## src/rtl/mesh_router.sv

```systemverilog
// mesh_router: five-port input-queued mesh router tile; define ANT_ROUTING_EN for pheromone adaptive routing
`ifndef N
`define N 5
`endif
`ifndef M
`define M 5
`endif
`ifndef X_NODES
`define X_NODES 4
`endif
`ifndef Y_NODES
`define Y_NODES 4
`endif
`ifndef NODES
`define NODES (`X_NODES*`Y_NODES)
`endif
`ifndef INPUT_QUEUE_DEPTH
`define INPUT_QUEUE_DEPTH 4
`endif
`ifndef PH_TABLE_DEPTH
`define PH_TABLE_DEPTH 4
`endif

package mesh_router_pkg;
  localparam int N = `N;
  localparam int M = `M;
  localparam int XN = `X_NODES;
  localparam int YN = `Y_NODES;
  localparam int NODES = `NODES;
  localparam int QD = `INPUT_QUEUE_DEPTH;
  localparam int D = `PH_TABLE_DEPTH;
  localparam int XW = XN > 1 ? $clog2(XN) : 1;
  localparam int YW = YN > 1 ? $clog2(YN) : 1;
  localparam int MEMS = 4;
  localparam int MW = $clog2(MEMS + 1);
  typedef struct packed {
    logic [XW-1:0] x_source;
    logic [YW-1:0] y_source;
    logic [XW-1:0] x_dest;
    logic [YW-1:0] y_dest;
    logic ant;
    logic backward;
    logic [MEMS-1:0][XW-1:0] x_memory;
    logic [MEMS-1:0][YW-1:0] y_memory;
    logic [MW-1:0] num_memories;
  } packet_t;
endpackage

module mesh_router
  import mesh_router_pkg::*;
#(
  parameter int X_LOC = 0,
  parameter int Y_LOC = 0
) (
  input  logic                              clk,
  input  logic                              reset_n,
  input  packet_t [0:N-1]                   i_data,
  input  logic    [0:N-1]                   i_data_val,
  output logic    [0:N-1]                   o_en,
  output packet_t [0:M-1]                   o_data,
  output logic    [0:M-1]                   o_data_val,
  input  logic    [0:M-1]                   i_en,
  output logic    [0:N-1]                   test_en_SCtoFF,
  output packet_t [0:N-1]                   test_data_FFtoAA,
  output logic    [0:N-1]                   test_data_val_FFtoAA,
  output packet_t [0:N-1]                   test_data_AAtoSW,
  output logic    [0:N-1]                   test_data_val_AAtoRC,
  output logic    [0:N-1][0:M-1]            test_output_req_AAtoRC,
  output logic    [0:N-1][0:M-1]            test_output_req_RCtoSC,
  output logic    [0:N-1][0:M-1]            test_l_req_matrix_SC,
  output logic    [0:N-1]                   test_update,
  output logic    [0:N-1]                   test_calculate_neighbor,
  output logic    [0:N-1][0:M-1]            test_r_o_output_req,
  output logic    [0:NODES-1][0:N-2][D-1:0] test_pheromones,
  output logic    [0:D-1]                   test_max_pheromone_value,
  output logic    [0:D-1]                   test_min_pheromone_value
);
  localparam int AW = QD > 1 ? $clog2(QD) : 1;
  localparam int CW = $clog2(QD + 1);
  localparam int NW = NODES > 1 ? $clog2(NODES) : 1;
  localparam logic [D-1:0] PH_INIT = D'(1 << (D - 1));
  localparam logic [XW-1:0] XL = XW'(X_LOC);
  localparam logic [YW-1:0] YL = YW'(Y_LOC);

  packet_t fifo_mem [N][QD];
  logic [AW-1:0] rd_ptr [N];
  logic [AW-1:0] wr_ptr [N];
  logic [CW-1:0] cnt [N];
  logic [0:N-1] wr;
  logic [0:N-1] full;
  logic [1:0] xi [N];
  logic [1:0] yi [N];
  logic [2:0] xy_port [N];
  logic [2:0] rc_port [N];
  logic [NW-1:0] dest [N];
  logic [0:M-1] gnt_v;
  logic [2:0] win [M];
  logic [2:0] rr [M];
  logic [0:NODES-1][0:N-2][D-1:0] ph;
  logic [D-1:0] ph_max_v;
  logic [D-1:0] ph_min_v;

  function automatic logic [AW-1:0] nxt(input logic [AW-1:0] p);
    return p == AW'(QD - 1) ? '0 : p + AW'(1);
  endfunction

  function automatic logic [2:0] wrap(input int v);
    return 3'(v >= N ? v - N : v);
  endfunction

  // FIFO status and first-word fall-through head
  always_comb
    for (int i = 0; i < N; i++) begin
      full[i] = cnt[i] == CW'(QD);
      o_en[i] = !full[i];
      test_data_FFtoAA[i] = fifo_mem[i][rd_ptr[i]];
      test_data_val_FFtoAA[i] = cnt[i] != '0;
      test_data_val_AAtoRC[i] = cnt[i] != '0;
    end

  // FIFO storage; a pop frees the slot so a full queue can still take a write that cycle
  always_ff @(posedge clk)
    if (!reset_n)
      for (int i = 0; i < N; i++) begin
        rd_ptr[i] <= '0;
        wr_ptr[i] <= '0;
        cnt[i] <= '0;
      end
    else
      for (int i = 0; i < N; i++) begin
        if (wr[i]) begin
          fifo_mem[i][wr_ptr[i]] <= i_data[i];
          wr_ptr[i] <= nxt(wr_ptr[i]);
        end
        if (test_en_SCtoFF[i]) rd_ptr[i] <= nxt(rd_ptr[i]);
        cnt[i] <= cnt[i] + CW'(wr[i]) - CW'(test_en_SCtoFF[i]);
      end

  // forward ants record this tile in their path memory
  always_comb
    for (int i = 0; i < N; i++) begin
      test_data_AAtoSW[i] = test_data_FFtoAA[i];
`ifdef ANT_ROUTING_EN
      if (test_data_FFtoAA[i].ant && !test_data_FFtoAA[i].backward)
        for (int m = 0; m < MEMS; m++)
          if (test_data_FFtoAA[i].num_memories == MW'(m)) begin
            test_data_AAtoSW[i].x_memory[m] = XL;
            test_data_AAtoSW[i].y_memory[m] = YL;
            test_data_AAtoSW[i].num_memories = MW'(m + 1);
          end
`endif
    end

  // XY route, then pheromone choice between the two minimal directions (ties go X)
  always_comb
    for (int i = 0; i < N; i++) begin
      xi[i] = test_data_FFtoAA[i].x_dest > XL ? 2'd1 : 2'd3;
      yi[i] = test_data_FFtoAA[i].y_dest > YL ? 2'd0 : 2'd2;
      xy_port[i] = test_data_FFtoAA[i].x_dest != XL ? 3'(xi[i]) + 3'd1 :
                   test_data_FFtoAA[i].y_dest != YL ? 3'(yi[i]) + 3'd1 : 3'd0;
      dest[i] = NW'(test_data_FFtoAA[i].y_dest) * NW'(XN) + NW'(test_data_FFtoAA[i].x_dest);
`ifdef ANT_ROUTING_EN
      test_calculate_neighbor[i] = !test_data_FFtoAA[i].ant && test_data_FFtoAA[i].x_dest != XL &&
                                   test_data_FFtoAA[i].y_dest != YL;
`else
      test_calculate_neighbor[i] = 1'b0;
`endif
      rc_port[i] = test_calculate_neighbor[i] && ph[dest[i]][yi[i]] > ph[dest[i]][xi[i]] ?
                   3'(yi[i]) + 3'd1 : xy_port[i];
      for (int o = 0; o < M; o++) begin
        test_output_req_AAtoRC[i][o] = xy_port[i] == 3'(o);
        test_output_req_RCtoSC[i][o] = rc_port[i] == 3'(o);
        test_l_req_matrix_SC[i][o] = rc_port[i] == 3'(o) && test_data_val_FFtoAA[i];
      end
    end

  assign test_r_o_output_req = test_output_req_RCtoSC;

  // per-output round-robin arbitration starting at the pointer; grant pops the input
  always_comb begin
    test_en_SCtoFF = '0;
    for (int o = 0; o < M; o++) begin
      gnt_v[o] = 1'b0;
      win[o] = '0;
      for (int k = 0; k < N; k++)
        if (!gnt_v[o] && i_en[o] && test_l_req_matrix_SC[wrap(int'(rr[o]) + k)][o]) begin
          gnt_v[o] = 1'b1;
          win[o] = wrap(int'(rr[o]) + k);
        end
      if (gnt_v[o]) test_en_SCtoFF[win[o]] = 1'b1;
    end
    for (int i = 0; i < N; i++) wr[i] = i_data_val[i] && (!full[i] || test_en_SCtoFF[i]);
  end

  // registered crossbar; data holds when nothing is granted
  always_ff @(posedge clk)
    if (!reset_n) begin
      o_data <= '0;
      o_data_val <= '0;
      for (int o = 0; o < M; o++) rr[o] <= '0;
    end else
      for (int o = 0; o < M; o++) begin
        o_data_val[o] <= gnt_v[o];
        if (gnt_v[o]) begin
          o_data[o] <= test_data_AAtoSW[win[o]];
          rr[o] <= wrap(int'(win[o]) + 1);
        end
      end

`ifdef ANT_ROUTING_EN
  localparam logic [D-1:0] PH_MAX = '1;
  logic [NW-1:0] src [N];
  logic [0:NODES-1] row_hit;
  logic [0:NODES-1][0:N-2][D-1:0] ph_nxt;

  // forward ants reinforce the arrival port toward their source; lowest input owns a shared row
  always_comb begin
    ph_nxt = ph;
    row_hit = '0;
    for (int i = 0; i < N; i++) begin
      src[i] = NW'(test_data_FFtoAA[i].y_source) * NW'(XN) + NW'(test_data_FFtoAA[i].x_source);
      test_update[i] = i != 0 && test_en_SCtoFF[i] && test_data_FFtoAA[i].ant && !test_data_FFtoAA[i].backward;
    end
    for (int i = 1; i < N; i++)
      if (test_update[i] && !row_hit[src[i]]) begin
        row_hit[src[i]] = 1'b1;
        for (int e = 0; e < N - 1; e++)
          ph_nxt[src[i]][e] = e == i - 1 ?
            (ph[src[i]][e] > PH_MAX - D'(4) ? PH_MAX : ph[src[i]][e] + D'(4)) :
            (ph[src[i]][e] == '0 ? '0 : ph[src[i]][e] - D'(1));
      end
  end

  // pheromone table
  always_ff @(posedge clk)
    ph <= !reset_n ? {NODES*(N-1){PH_INIT}} : ph_nxt;
`else
  assign ph = {NODES*(N-1){PH_INIT}};
  assign test_update = '0;
`endif

  // table extremes
  always_comb begin
    ph_max_v = '0;
    ph_min_v = '1;
    for (int n = 0; n < NODES; n++)
      for (int e = 0; e < N - 1; e++) begin
        ph_max_v = ph[n][e] > ph_max_v ? ph[n][e] : ph_max_v;
        ph_min_v = ph[n][e] < ph_min_v ? ph[n][e] : ph_min_v;
      end
  end

  assign test_pheromones = ph;
  assign test_max_pheromone_value = ph_max_v;
  assign test_min_pheromone_value = ph_min_v;
endmodule

```

## config.mk

```make
export PLATFORM = sky130hd
export DESIGN_NAME = mesh_router
export DESIGN_NICKNAME = d
export VERILOG_FILES = /design/src/rtl/mesh_router.sv
export SDC_FILE = /design/constraint.sdc
export NUM_CORES = 1
export LEC_CHECK = 0
export ABC_AREA = 1
export BUFFER_PORTS_ARGS = -buffer_cell sky130_fd_sc_hd__buf_2
export CAP_MARGIN = 20
export CORE_AREA = 3 3 389 391
export DETAILED_ROUTE_END_ITERATION = 16
export DIE_AREA = 0 0 392 394
export PLACE_DENSITY = 0.53
export SLEW_MARGIN = 10
export SYNTH_ARGS = -nofsm -noshare
export SYNTH_HDL_FRONTEND = slang
export SYNTH_SLANG_ARGS = --single-unit
```

## constraint.sdc

```tcl
create_clock -name clk -period 6.15 [get_ports clk]
set_input_delay 0.615 -clock clk [delete_from_list [all_inputs] [get_ports clk]]
set_output_delay 0.615 -clock clk [all_outputs]
set_load 0.005 [all_outputs]
```

==> results of run 1 <==
## sequential cells by signal (all words and copies together), names as in the netlist
| register | cells |
|---|---|
| rd_ptr | 10 |
| rr | 9 |
| wr_ptr | 10 |
| fifo_mem | 580 |
| o_data | 116 |
| cnt | 15 |
| o_data_val | 4 |
## worst max path at each step
stage,endpoint,slack [ns],depth (start not counted)
4_1_cts,test_en_SCtoFF[1],0.55,18
5_1_grt,fifo_mem[0][528],0.22,27
2_1_floorplan,fifo_mem[0][0],1.11,24
3_5_place_dp,fifo_mem[0][473],0.84,25
6_report,test_en_SCtoFF[1],0.63,18
3_3_place_gp,fifo_mem[0][576],0.83,27
## through the flow
step           instances  setup slack [ns]
3_5_place_dp        6228             0.836
3_3_place_gp        6227             0.828
2_1_floorplan       4244              1.11
5_1_grt             6382             0.222
4_1_cts             6380             0.555
6_report            6385             0.628
## cell usage in the layout (no fill, tap or decap), types with 16 or more instances in the layout
cell type | Yosys | final
buf_4 | 534 | 116
a41oi_1 | 27 | 27
dfxtp_1 | 135 | 135
nor2_2 | 12 | 26
clkinv_1 | 6 | 19
clkbuf_16 | 0 | 83
clkbuf_1 | 131 | 16
edfxtp_1 | 609 | 609
o21ai_0 | 275 | 275
o22ai_1 | 74 | 71
o211ai_1 | 108 | 108
inv_1 | 306 | 306
nand4_1 | 24 | 24
o21ai_1 | 25 | 25
nand3_1 | 186 | 186
a32oi_1 | 54 | 51
nand2_1 | 667 | 666
buf_2 | 30 | 643
inv_2 | 25 | 25
nand2_2 | 32 | 30
nor2_1 | 261 | 239
ha_1 | 65 | 65
a21oi_1 | 164 | 164
conb_1 | 2 | 345
nor2_4 | 9 | 17
## synthesized netlist by cell type, types with 4 or more instances
library cell	n	area [µm²]
o22ai_1	74	463
nor2_4	9	101
nand3_2	13	130
o211ai_1	108	811
a32oi_1	54	473
nor3b_1	5	37.5
o21a_1	4	30.0
inv_1	306	1150
xor2_1	13	114
nor2_2	12	75.1
nand2_2	32	200
nand2_1	667	2500
buf_2	30	150
nor2_1	261	980
a21oi_1	164	821
nor3_2	12	120
a41oi_1	27	236
nand2_4	11	124
edfxtp_1	609	18300
clkinv_1	6	22.5
inv_2	25	93.8
nand4_1	24	150
clkbuf_1	131	492
buf_4	534	4010
nand3_1	186	931
dfxtp_1	135	2700
o21ai_1	25	125
buf_6	7	78.8
nor3_1	14	70.1
fa_1	8	160
o221ai_1	14	123
o21ai_0	275	1380
ha_1	65	813
xnor2_1	7	61.3
## final cells by class
| class | instances | share of cell area, % |
|---|---|---|
| clock inverters | 52 | 1.08 |
| clock buffers | 100 | 4.86 |
| inverters | 337 | 2.86 |
| diodes | 4 | 0.0226 |
| multi-input cells | 2457 | 29.0 |
| flip-flops and latches | 744 | 47.4 |
| well taps | 1930 | 5.46 |
| repair buffers | 761 | 9.30 |
## logic make-up after synthesis
family / count (synthesis) / synth area share (%)
and+or+nand+nor: 1263 / 14.7
buffers and inverters: 1043 / 15.7
xor gates and xnor gates: 20 / 0.456
AOI/OAI and AO/OA: 756 / 11.9
DFF: 744 / 54.7
other: 2 / 0.0196
adders and majority gates: 73 / 2.54
## per-layer routing
layer | global-route usage [%] | part of all wire (%) | vias up
li1 | - | - | 13536
met1 | 23.6 | 40 | 14094
met2 | 31.9 | 48 | 1316
met3 | 5.50 | 9.2 | 207
met4 | 6.62 | 3.2 | 24
met5 | 0 | 0.10 | -
==> flow_metrics.env, run 1 <==
export IMPL_grt_pass1_vias=26368
export IMPL_holdBufCountCts=0
export IMPL_cts_resized=0
export IMPL_min_to="fifo_mem[0][278]"
export IMPL_crit_family="simple AND/OR/NAND/NOR gates"
export IMPL_worst_slew_pin_slew_ns=1.14
export IMPL_port_buffers=644
export IMPL_worst_setup_path_type="flop to output port"
export IMPL_fin_nets=4614
export IMPL_hold_viol=0
export IMPL_grt_pass1_wl_um=208000
export IMPL_finalSetupViolations=0
export IMPL_worst_ep_required_time_ns=5.53
export IMPL_post_cts_buffers=0
export IMPL_htree_levels=3
export IMPL_syn_area_per_cell_um2=9.84
export IMPL_reg2reg_depth=27
export IMPL_slew_headroom_pct=24.2
export IMPL_grt_usage_pct=19.2
export IMPL_drt_wl_total_um=154000
export IMPL_synth_edff_count=609
export IMPL_syn_to_final_growth_pct=15.3
export IMPL_drtIter0Drc=2283
export IMPL_grt_overflow=0
export IMPL_gp_congestion=0.845
export IMPL_detail_route_vias_per_cell=4.57
export IMPL_cts_tree="done"
export IMPL_worstReg2RegEnd="fifo_mem[0][528]"
export IMPL_antenna_found_initial=36
export IMPL_grt_max_degree=106
export IMPL_hp_class="primary input to flop"
export IMPL_rsz0062_at_grt="no"
export IMPL_place_area_um2=41600
export IMPL_synth_flop_cell="edfxtp_1"
export IMPL_cp_num_buf_inv=4
export IMPL_holdWs_ns=0.149
export IMPL_synth_seq_cells=744
export IMPL_cp_startpoint="rr[0][6]"
export IMPL_cts_buffers=83
export IMPL_end_kind="output port"
export IMPL_route_detailed_drc=0
export IMPL_syn_inst=3901
export IMPL_nFillCells=15514
export IMPL_hold_start="i_data[75]"
export IMPL_ant_nets=0
export IMPL_fin_area_um2=44300
export IMPL_rows=141
export IMPL_hpwl_um=116000
export IMPL_die_y_um=394
export IMPL_root_buffer="clkbuf_16"
export IMPL_vias=29177
export IMPL_worst_hold_path_num_cells=1
export IMPL_die_w_um=392
export IMPL_min_period_ns=5.52
export IMPL_maxClockFrequency_mhz=181
export IMPL_core_um2=148000
export IMPL_status="finished, final reports clean"
export IMPL_synthDistinctLibCells=54
export IMPL_cpPeakStageDelay_ns=0.63
export IMPL_slew_viol_final=0
export IMPL_setup_worst_path_start_class="flop"
export IMPL_fin_setup_tns_ns=0
export IMPL_io_pins=991
export IMPL_clkSinkCount=744
export IMPL_cap_violations=0
export IMPL_multiInputGateArea_um2=12800
export IMPL_min_period_over_period_pct=89.8
export IMPL_clock_latency_ns=0.69
export IMPL_finClkSkew_ns=0.0311
export IMPL_final_util_pct=29.9
export IMPL_seq_area_frac_synth_pct=54.7
export IMPL_clk_pin_slew_ns=0.06
export IMPL_die_area_um2=154000
export IMPL_routedWlPerCell_um=24.1
export IMPL_syn_area_um2=38400
export IMPL_cp_cell_sequence="inv_1, ha_1, inv_1, fa_1, nor2_1, nor2_2, o21ai_1, inv_1, nand3_2, nand3b_4, a21oi_4, nor2_8, nand2_2, nand3_1, a21oi_1, nand3_1, nand3_1, buf_2"
export IMPL_ys_async_sr_fraction_pct=0
export IMPL_ff_latch_area_um2=21000
export IMPL_drtPass1Iterations=6
export IMPL_cts_path_max_buffers=3
export IMPL_final_layout_size_suffix_gt1_share_pct=23.5
export IMPL_start_util_pct=26.0
export IMPL_slowest_stage="edfxtp_1"
export IMPL_ff2ff_setup_slack_ns=0.78
export IMPL_r2r_start="rr[0][0]"
export IMPL_cp_data_arrival_time_ns=4.91
export IMPL_cp_max_fo=12
export IMPL_yosys_warnings=0
Power of run 1 is not shown: default switching activity piles up to over one toggle a cycle in this logic, so the estimate is an artifact.
==> inputs of run 2 (changes only) <==
--- a/config.mk
+++ b/config.mk
@@ -9,6 +9,7 @@
 export BUFFER_PORTS_ARGS = -buffer_cell sky130_fd_sc_hd__buf_2
 export CAP_MARGIN = 20
 export CORE_AREA = 3 3 389 391
+export CTS_BUF_LIST = sky130_fd_sc_hd__clkbuf_8 sky130_fd_sc_hd__clkbuf_16
 export DETAILED_ROUTE_END_ITERATION = 16
 export DIE_AREA = 0 0 392 394
 export PLACE_DENSITY = 0.53
==> run 2 against run 1 <==
Sequential share of layout area hardly changed. Cell count hardly changed. Routed wire length hardly changed. Clock-buffer cell count is 16 lower. Design area hardly changed. Sequential cell count stayed put. Worst hold slack worse by 0.0014 ns. Die area stayed put. First-iteration DRC count hardly changed. Largest cell class unchanged.
==> flow_metrics.env, run 2 (synthesized netlist as in run 1, its figures left out) <==
export IMPL_drtIter0Drc=2284
export IMPL_rows=141
export IMPL_nFillCells=15516
export IMPL_crit_family="simple AND/OR/NAND/NOR gates"
export IMPL_root_buffer="clkbuf_16"
export IMPL_slew_viol_final=0
export IMPL_worst_slew_pin_slew_ns=1.17
export IMPL_clkSinkCount=744
export IMPL_setup_worst_path_start_class="flop"
export IMPL_port_buffers=644
export IMPL_status="finished, final reports clean"
export IMPL_cts_tree="done"
export IMPL_cpPeakStageDelay_ns=0.63
export IMPL_min_period_over_period_pct=90.4
export IMPL_drtPass1Iterations=6
export IMPL_grt_overflow=0
export IMPL_rsz0062_at_grt="no"
export IMPL_vias=29212
export IMPL_fin_nets=4614
export IMPL_end_kind="output port"
export IMPL_largest_reg_flops=580
export IMPL_holdBufCountCts=0
export IMPL_grt_usage_pct=19.2
export IMPL_antenna_found_initial=36
export IMPL_hp_class="primary input to flop"
export IMPL_mostFrequentLayoutCell="nand2_1"
export IMPL_maxClockFrequency_mhz=180
export IMPL_final_layout_size_suffix_gt1_share_pct=23.5
export IMPL_ant_nets=0
export IMPL_cp_max_fo=12
export IMPL_clk_pin_slew_ns=0.07
export IMPL_finClkSkew_ns=0.0322
export IMPL_ff2ff_setup_slack_ns=0.78
export IMPL_hold_viol=0
export IMPL_start_util_pct=26.0
export IMPL_post_cts_buffers=0
export IMPL_cts_path_max_buffers=3
export IMPL_min_period_ns=5.56
export IMPL_core_um2=148000
export IMPL_cts_buffers=83
export IMPL_hpwl_um=116000
export IMPL_cp_cell_sequence="inv_1, ha_1, inv_1, fa_1, nor2_1, nor2_2, o21ai_1, inv_1, nand3_2, nand3b_4, a21oi_4, nor2_8, nand2_2, nand3_1, a21oi_1, nand3_1, nand3_1, buf_2"
export IMPL_grt_pass1_vias=26367
export IMPL_cp_data_arrival_time_ns=4.94
export IMPL_fin_setup_tns_ns=0
export IMPL_clock_latency_ns=0.69
export IMPL_slew_headroom_pct=22.1
export IMPL_die_y_um=394
export IMPL_worst_setup_path_type="flop to output port"
export IMPL_drt_wl_total_um=154000
export IMPL_die_area_um2=154000
export IMPL_syn_to_final_growth_pct=15.3
export IMPL_grt_max_degree=106
export IMPL_cap_violations=0
export IMPL_route_detailed_drc=0
export IMPL_finalSetupViolations=0
export IMPL_layout_common_cells="nand2_1, buf_2, edfxtp_1"
export IMPL_htree_levels=3
export IMPL_cp_num_buf_inv=4
export IMPL_slowest_stage="edfxtp_1"
export IMPL_cts_resized=0
export IMPL_io_pins=991
export IMPL_die_w_um=392
export IMPL_detail_route_vias_per_cell=4.57
export IMPL_worst_ep_required_time_ns=5.53
export IMPL_routedWlPerCell_um=24.1
export IMPL_grt_pass1_wl_um=208000
export IMPL_gp_congestion=0.845
## run 2: worst reg2reg max path: cells and delay by family, from the launching register on
family / cells / cell delay (ns)
buffers and inverters: 7 / 1.20
xor gates and xnor gates: 1 / 0.42
and+or+nand+nor: 17 / 2.08
DFF: 1 / 0.58
adders and majority gates: 2 / 0.67
## run 2: area by class of cell
class                           instances  area, µm²  share of cell area (%)
Antenna cell                            8       20.0                  0.0452
Clock buffer                           84       2090                    4.72
Clock inverter                         68        539                    1.22
Inverter                              337       1260                    2.86
Multi-Input combinational cell       2457      12800                    29.0
Sequential cell                       744      21000                    47.4
Tap cell                             1930       2410                    5.45
Timing Repair Buffer                  761       4120                    9.29
## run 2: worst paths after layout
| check | start | to | depth (start not counted) |
|---|---|---|---|
| min reg2reg | o_data[36] | o_data[36] | 2 |
| max | rr[0][6] | test_en_SCtoFF[1] | 18 |
| min | i_data[108] | fifo_mem[0][195] | 1 |
| max reg2reg | rr[0][0] | fifo_mem[0][528] | 27 |
## run 2: per-layer routing
layer / up-vias / share of wire, % / global-route usage (%)
met5: - / 0.10 / 0
met2: 1279 / 48 / 31.9
met4: 24 / 3.3 / 6.59
li1: 13529 / - / -
met3: 220 / 9.1 / 5.58
met1: 14160 / 40 / 23.5
## run 2: stage by stage
step	util (%)	cell area [µm²]	instances	setup WS, ns	hold slack [ns]
2_1_floorplan	-	39700	4244	1.11	0.424
3_3_place_gp	28.1	41600	6227	0.828	0.410
3_5_place_dp	28.1	41600	6228	0.836	0.413
4_1_cts	29.9	44200	6380	0.555	0.0608
5_1_grt	29.9	44300	6382	0.222	0.105
6_report	29.9	44300	6389	0.593	0.147
Power of run 2 is left out for the same reason.
==> inputs of run 3 (changes only) <==
--- a/config.mk
+++ b/config.mk
@@ -8,10 +8,10 @@
 export ABC_AREA = 1
 export BUFFER_PORTS_ARGS = -buffer_cell sky130_fd_sc_hd__buf_2
 export CAP_MARGIN = 20
-export CORE_AREA = 3 3 389 391
+export CORE_AREA = 2 2 388 390
 export CTS_BUF_LIST = sky130_fd_sc_hd__clkbuf_8 sky130_fd_sc_hd__clkbuf_16
 export DETAILED_ROUTE_END_ITERATION = 16
-export DIE_AREA = 0 0 392 394
+export DIE_AREA = 0 0 390 392
 export PLACE_DENSITY = 0.53
 export SLEW_MARGIN = 10
 export SYNTH_ARGS = -nofsm -noshare
==> run 3 against run 2 <==
Clock-buffer cell count up 2. Worst hold slack worse by 0.029 ns. Via count is 1.2% lower. Global-route usage rose by 0.15 points. Fmax down 2.2%. Cell count is essentially flat.
==> flow_metrics.env, run 3 (synthesized netlist as in run 1, its figures left out) <==
export IMPL_cp_max_fo=12
export IMPL_cpPeakStageDelay_ns=0.63
export IMPL_worst_setup_path_type="flop to output port"
export IMPL_grt_overflow=0
export IMPL_clkSinkCount=744
export IMPL_mostFrequentLayoutCell="nand2_1"
export IMPL_multiInputGateArea_um2=12800
export IMPL_largest_reg_flops=580
export IMPL_hpwl_um=115000
export IMPL_hold_start="i_data[114]"
export IMPL_core_um2=149000
export IMPL_slew_headroom_pct=16.5
export IMPL_syn_to_final_growth_pct=15.7
export IMPL_cp_startpoint="rr[0][6]"
export IMPL_port_buffers=644
export IMPL_final_layout_size_suffix_gt1_share_pct=23.4
export IMPL_ff_latch_area_um2=21000
export IMPL_cp_cell_sequence="inv_1, ha_1, inv_1, fa_1, nor2_1, nor2_2, o21ai_1, inv_1, nand3_2, nand3b_4, a21oi_4, nor2_8, nand2_2, nand3_1, a21oi_1, nand3_1, nand3_1, buf_2"
export IMPL_holdWs_ns=0.119
export IMPL_routedWlPerCell_um=24.0
export IMPL_status="finished, final reports clean"
export IMPL_slowest_stage="edfxtp_1"
export IMPL_finClkSkew_ns=0.0348
export IMPL_fin_nets=4603
export IMPL_vias=28854
export IMPL_htree_levels=3
export IMPL_holdBufCountCts=0
export IMPL_r2r_start="rr[0][6]"
export IMPL_cts_path_max_buffers=3
export IMPL_drtPass1Iterations=6
export IMPL_grt_max_degree=106
export IMPL_post_cts_buffers=0
export IMPL_worst_ep_required_time_ns=5.53
export IMPL_finalSetupViolations=0
export IMPL_rsz0062_at_grt="no"
export IMPL_cts_resized=0
export IMPL_grt_usage_pct=19.3
export IMPL_reg2reg_depth=21
export IMPL_io_pins=991
export IMPL_die_area_um2=153000
export IMPL_hold_viol=0
export IMPL_end_kind="output port"
export IMPL_route_detailed_drc=0
export IMPL_cts_tree="done"
export IMPL_final_cells=6386
export IMPL_nFillCells=15454
export IMPL_start_util_pct=25.8
export IMPL_slew_viol_final=0
export IMPL_detail_route_vias_per_cell=4.52
export IMPL_drt_wl_total_um=153000
export IMPL_cts_buffers=82
export IMPL_clock_latency_ns=0.71
export IMPL_worst_slew_pin_slew_ns=1.25
export IMPL_setup_worst_path_start_class="flop"
export IMPL_cp_data_arrival_time_ns=5.07
export IMPL_gp_congestion=0.857
export IMPL_grt_pass1_wl_um=206000
export IMPL_min_period_ns=5.68
export IMPL_worst_hold_path_num_cells=1
export IMPL_dp_cells=6233
export IMPL_clk_pin_slew_ns=0.06
export IMPL_maxClockFrequency_mhz=176
export IMPL_fin_setup_tns_ns=0
export IMPL_hp_class="primary input to flop"
export IMPL_drtIter0Drc=2432
export IMPL_die_w_um=390
export IMPL_antenna_found_initial=41
export IMPL_die_y_um=392
export IMPL_rows=142
export IMPL_grt_pass1_vias=25729
export IMPL_layout_common_cells="nand2_1, buf_2, edfxtp_1"
export IMPL_min_period_over_period_pct=92.4
export IMPL_root_buffer="clkbuf_16"
export IMPL_cap_violations=0
export IMPL_ant_nets=0
[run 3: changes by cell type in the layout (fill, tap and decap cells not counted), moves of 3 or more]
| cell | before | now |
|---|---|---|
| nor2_2 | 26 | 29 |
| buf_12 | 0 | 13 |
| clkinv_4 | 5 | 2 |
| buf_4 | 116 | 95 |
| diode_2 | 8 | 3 |
| bufinv_16 | 4 | 8 |
| nor2_4 | 17 | 13 |
[run 3: final cells by class]
type / count / share of cell area, %
timing repair buffer: 751 / 9.44
antenna: 3 / 0.0169
tap: 1944 / 5.48
clock buffer: 86 / 4.77
clock inverter: 64 / 1.35
sequential: 744 / 47.3
inverter: 337 / 2.85
multi-input combinational: 2457 / 28.9
[run 3: final timing paths]
path | to | slack [ns]
setup / recovery | test_en_SCtoFF[1] | 0.47
hold / removal | fifo_mem[0][230] | 0.12
setup reg to reg | fifo_mem[0][330] | 0.75
hold reg to reg | o_data[34] | 0.42
[run 3: per-layer routing]
layer	global-route usage (%)	wire length (µm)	part of all wire (%)
met5	0	134	0.088
met4	5.84	4200	2.7
met1	23.4	60900	40
met2	32.4	73800	48
met3	6.42	14100	9.2
[run 3: through the flow]
stage | util [%] | setup WS [ns] | instance area [µm²]
after floorplan | - | 1.11 | 39700
after global placement | 28.0 | 0.927 | 41700
after detailed placement | 28.0 | 0.822 | 41700
after CTS | 29.8 | 0.438 | 44400
after global routing | 29.8 | 0.0766 | 44400
final | 29.8 | 0.466 | 44400
[run 3: worst max-delay path, delay by kind of cell (launching register included)]
family,cells,cell delay (ns)
DFF,1,0.63
AOI/OAI and AO/OA,3,1.14
buffers and inverters,4,0.72
and+or+nand+nor,9,1.20
adders and majority gates,2,0.66
Power of run 3 is left out for the same reason.
